**src/rtl/if_fetch_stage.sv**
```systemverilog
// Instruction-fetch stage: owns the PC, runs the imem req/ack handshake, holds for decode, redirects on branches.
// Optional ack watchdog is built when IF_FETCH_TIMEOUT_EN is defined; otherwise fetch_err is tied to 0.
module if_fetch_stage #(
    parameter logic [31:0] RESET_PC       = 32'h0000_0000,
    parameter int          TIMEOUT_CYCLES = 16
) (
    input  logic        clk,
    input  logic        rst,
    input  logic        freeze,
    input  logic        branch_taken,
    input  logic [31:0] branch_addr,
    output logic        imem_req,
    output logic [31:0] imem_addr,
    input  logic [31:0] imem_rdata,
    input  logic        imem_ack,
    output logic [31:0] Instruction,
    output logic [31:0] PC,
    output logic        valid,
    output logic        fetch_err
);

    typedef enum logic [1:0] {
        IDLE  = 2'd0,
        FETCH = 2'd1,
        DRAIN = 2'd2,
        HOLD  = 2'd3
    } state_t;

    state_t      state_r, state_s;
    logic [31:0] pc_r, pc_s;
    logic [31:0] redirect_r, redirect_s;
    logic [31:0] instr_r, instr_s;
    logic [31:0] pc_out_r, pc_out_s;
    logic        valid_r, valid_s;
    logic        req_r, req_s;
    logic [31:0] target_s;

    assign target_s = branch_addr & 32'hFFFF_FFFC;

    // Next-state and next-register-value logic for the fetch FSM.
    always_comb begin
        state_s    = state_r;
        pc_s       = pc_r;
        redirect_s = redirect_r;
        instr_s    = instr_r;
        pc_out_s   = pc_out_r;
        valid_s    = valid_r;
        case (state_r)
            IDLE: begin
                state_s = FETCH;
            end
            FETCH: begin
                if (imem_ack && !branch_taken) begin
                    instr_s  = imem_rdata;
                    pc_out_s = pc_r + 32'd4;
                    pc_s     = pc_r + 32'd4;
                    valid_s  = 1'b1;
                    state_s  = HOLD;
                end else if (imem_ack) begin
                    pc_s = target_s;
                end else if (branch_taken) begin
                    redirect_s = target_s;
                    state_s    = DRAIN;
                end else begin
                    state_s = FETCH;
                end
            end
            DRAIN: begin
                // Stale request must complete on its old address before the redirect goes out.
                if (imem_ack) begin
                    pc_s    = branch_taken ? target_s : redirect_r;
                    state_s = FETCH;
                end else if (branch_taken) begin
                    redirect_s = target_s;
                end else begin
                    state_s = DRAIN;
                end
            end
            HOLD: begin
                if (branch_taken) begin
                    valid_s = 1'b0;
                    pc_s    = target_s;
                    state_s = FETCH;
                end else if (freeze) begin
                    state_s = HOLD;
                end else begin
                    valid_s = 1'b0;
                    state_s = FETCH;
                end
            end
            default: begin
                state_s = IDLE;
            end
        endcase
        req_s = (state_s == FETCH) || (state_s == DRAIN);
    end

    // Fetch state and output registers.
    always_ff @(posedge clk or negedge rst) begin
        if (!rst) begin
            state_r    <= IDLE;
            pc_r       <= RESET_PC;
            redirect_r <= 32'd0;
            instr_r    <= 32'd0;
            pc_out_r   <= 32'd0;
            valid_r    <= 1'b0;
            req_r      <= 1'b0;
        end else begin
            state_r    <= state_s;
            pc_r       <= pc_s;
            redirect_r <= redirect_s;
            instr_r    <= instr_s;
            pc_out_r   <= pc_out_s;
            valid_r    <= valid_s;
            req_r      <= req_s;
        end
    end

    assign imem_req    = req_r;
    assign imem_addr   = pc_r;
    assign Instruction = instr_r;
    assign PC          = pc_out_r;
    assign valid       = valid_r;

`ifdef IF_FETCH_TIMEOUT_EN
    logic [31:0] to_cnt_r;
    logic        err_r;
    logic        waiting_s;

    assign waiting_s = ((state_r == FETCH) || (state_r == DRAIN)) && !imem_ack;

    // Watchdog: counts consecutive un-acked request cycles; the error flag is sticky until reset.
    always_ff @(posedge clk or negedge rst) begin
        if (!rst) begin
            to_cnt_r <= 32'd0;
            err_r    <= 1'b0;
        end else if (waiting_s) begin
            if (to_cnt_r != 32'(TIMEOUT_CYCLES)) begin
                to_cnt_r <= to_cnt_r + 32'd1;
            end else begin
                to_cnt_r <= to_cnt_r;
            end
            if (to_cnt_r + 32'd1 == 32'(TIMEOUT_CYCLES)) begin
                err_r <= 1'b1;
            end else begin
                err_r <= err_r;
            end
        end else begin
            to_cnt_r <= 32'd0;
            err_r    <= err_r;
        end
    end

    assign fetch_err = err_r;
`else
    assign fetch_err = 1'b0;
`endif

endmodule

```
**config.mk**
```make
export PLATFORM = sky130hd
export DESIGN_NAME = if_fetch_stage
export DESIGN_NICKNAME = d
export VERILOG_FILES = /design/src/rtl/if_fetch_stage.sv
export SDC_FILE = /design/constraint.sdc
export NUM_CORES = 1
export LEC_CHECK = 0
export BUFFER_PORTS_ARGS = -buffer_cell sky130_fd_sc_hd__buf_2
export CAP_MARGIN = 40
export CORE_MARGIN = 1
export CORE_UTILIZATION = 45
export CTS_BUF_LIST = sky130_fd_sc_hd__clkbuf_4 sky130_fd_sc_hd__clkbuf_8
export CTS_CLUSTER_SIZE = 40
export DETAILED_ROUTE_END_ITERATION = 10
export PLACE_DENSITY_LB_ADDON = 0.12
export SYNTH_ARGS = -nofsm -noshare
export SYNTH_HDL_FRONTEND = slang
export SYNTH_SLANG_ARGS = --single-unit
```
**constraint.sdc**
```tcl
create_clock -name clk -period 3.45 [get_ports clk]
set_clock_uncertainty 0.2 [all_clocks]
set_input_delay 0.345 -clock clk [delete_from_list [all_inputs] [get_ports clk]]
set_output_delay 0.345 -clock clk [all_outputs]
set_load 0.01 [all_outputs]
```
==> results.ini <==
[synthesis]
synth_seq_cells=132
synth_area_leaders=dfrtp_1 48%, mux2_2 13%, o21ai_0 4.5%, nand2_1 3.3%, nor2_1 2.4%
syn_nets=729
synth_area_leader_cell=dfrtp_1
synth.yosys.warnings=0
seq_area_frac_synth_pct=48.3
netlist_area_um2=6840
yosysTopAreaCellShare_pct=48.3
synthFlopType=dfrtp_1
synth.distinct_cells=63
synth_edf_count=0
syn_inst=654
synthTopCellsByCount=132 x dfrtp_1, 77 x mux2_2, 62 x o21ai_0, 61 x nand2_1, 44 x nor2_1
synth_most_common_cell=dfrtp_1
avgSynthCellArea_um2=10.5
synthArstFlopShare_pct=100

[clock_network]
htree_levels=4
cts_sinks=132
numCtsBuffers=17
cts_tree=done
root_buffer=clkbuf_8
clock_latency_ns=0.45
cts_resized=0
clk_pin_slew_ns=0.08
ctsLongestPathBuffers=2

[setup_path]
crit_required_ns=3.57
ff2ff_setup_slack_ns=0.64
crit_type=reg -> reg
start_kind=register
cp_max_fo=24
worstSetupEndpointType=register
r2r_end=imem_addr[17]$_DFFE_PN0P_
crit_path_end=imem_addr[17]$_DFFE_PN0P_
crit_start=state_r[0]$_DFF_PN0_
crit-reg2reg-launch=state_r[0]$_DFF_PN0_
cp.arrival_ns=2.93
worst-r2r-cell-count=8

[detailed_routing]
drt_first_pass_iters=8
vias=5965
wl_mm=19.7
dr.first_iter.drc_count=473
ant_nets=0
viasPerCell=5.61
wl_per_cell_um=18.5
drc=11

[floorplan]
core_area_um2=14700
die-width_um=125
start_util_pct=46.5
die_h_um=125
ios=168
core.rowCount=44
die-area_um2=15700

[sta]
tns_ns=0
rsz0062_at_grt=no
finalHoldViolCount=0
finalWorstSetupSlack_ns=0.644
clock.fmax_mhz=356
finalCritPeriodShare_pct=81.3
slew_headroom_pct=52.8
setup_violations=0
slew_viol_final=0
fin_hold_ws_ns=0.0382
tightest_slew_ns=0.701
min_period_ns=2.81

[placement]
io_buffers=164
place_ws_ns=0.689
place_congestion=0.848
hpwl_mm=14.0
dpl_cell_area_um2=7830

[layout]
stdcell_area_um2=8880
drive_gt1_share_pct=34.9
fillers=1284
antenna_cells=0
syn_to_final_growth_pct=29.8
multi_input_comb_area_um2=3250
regArea_um2=3300
fin_nets=943

[global_routing]
grt_pass1_vias=5902
grt.total_usage_pct=26.4
grt_pass1_wl_mm=31.9
grt_overflow_total=0
antenna_found_initial=0
grt_max_degree=47

[power]
total_power_mw=7.83
power_leakage_nw=3.97
p_per_area_nw_per_um2=882
ir_worst_vdd_uv=533

[run_status]
status=complete, but fails checks
violations=DRC

[flow_run]
cap_viol_max_count=0

[hold_path]
min_path_type=in -> reg

[registers in the layout, indices dropped and copies added (netlist names)]
signal,count
valid,1
imem_req,1
PC,32
state_r,2
redirect_r,32
imem_addr,32
Instruction,32
[cells by family after synthesis]
group / synth area share [%]
adder cells (fa/ha/maj): 1.10
AO/OA/AOI/OAI: 15.5
flip-flops: 48.3
AND/OR/NAND/NOR: 13.6
multiplexers: 14.4
XOR/XNOR: 2.82
buffers and inverters: 4.28
other: 0.0548
[critical path: stages (launching register included)]
cell      delay, ns
dfrtp_1        0.44
inv_1          0.12
ha_1           0.34
o21ba_1        0.26
or3_1          0.50
buf_4          0.30
a221o_1        0.29
o21ai_0        0.09
o221ai_1       0.13
[final cells by class]
type / instances / share of cell area, %
clock inverter: 13 / 1.97
inverter: 10 / 0.423
multi-input combinational: 460 / 36.6
sequential: 132 / 37.2
timing repair buffer: 247 / 18.4
clock buffer: 18 / 2.79
tap: 184 / 2.59
[power by group]
part | internal [mW] | switching (mW) | leakage (nW)
registers | 2.30 | 0.683 | 1.57
logic | 1.56 | 1.89 | 2.19
clock network | 0.741 | 0.651 | 0.206
[layer usage]
| metal | global-route usage (%) | part of all wire (%) | up-vias |
|---|---|---|---|
| met5 | 0 | 0 | - |
| met4 | 10.2 | 2.2 | 0 |
| met3 | 5.52 | 6.5 | 36 |
| met2 | 39.5 | 45 | 243 |
| met1 | 37.7 | 46 | 2874 |
| li1 | - | - | 2812 |
[through the flow]
stage,utilization (%),instances
floorplan,-,654
global placement,53.0,969
detailed placement,53.2,970
CTS,60.4,1064
global route,60.4,1064
finish,60.4,1064
[worst min-delay path by stage]
| stage | from | to | depth (start not counted) |
|---|---|---|---|
| floorplan | rst | Instruction[0]$_DFFE_PN0P_ | 0 |
| CTS | freeze | valid$_DFFE_PN0P_ | 3 |
| global route | freeze | valid$_DFFE_PN0P_ | 3 |
| global placement | PC[1]$_DFFE_PN0P_ | PC[1]$_DFFE_PN0P_ | 2 |
| detailed placement | rst | PC[22]$_DFFE_PN0P_ | 1 |
| finish | freeze | valid$_DFFE_PN0P_ | 3 |
[layout by cell type, fill, tap and decap left out, types with 19 or more instances in the layout]
cell type      instances
a21oi_1               20
buf_2                163
buf_4                 19
dfrtp_1              132
dlygate4sd3_1         63
mux2_2                77
nand2_1               61
nand3_1               20
nor2_1                44
o21ai_0               62
[what timing repair did]
| item | CTS | global route |
|---|---|---|
| endpoints found under the hold margin | 141 | 0 |
| setup buffers | 0 | 0 |
| hold buffers | 63 | 0 |
Power figures use the tool's default switching activity.
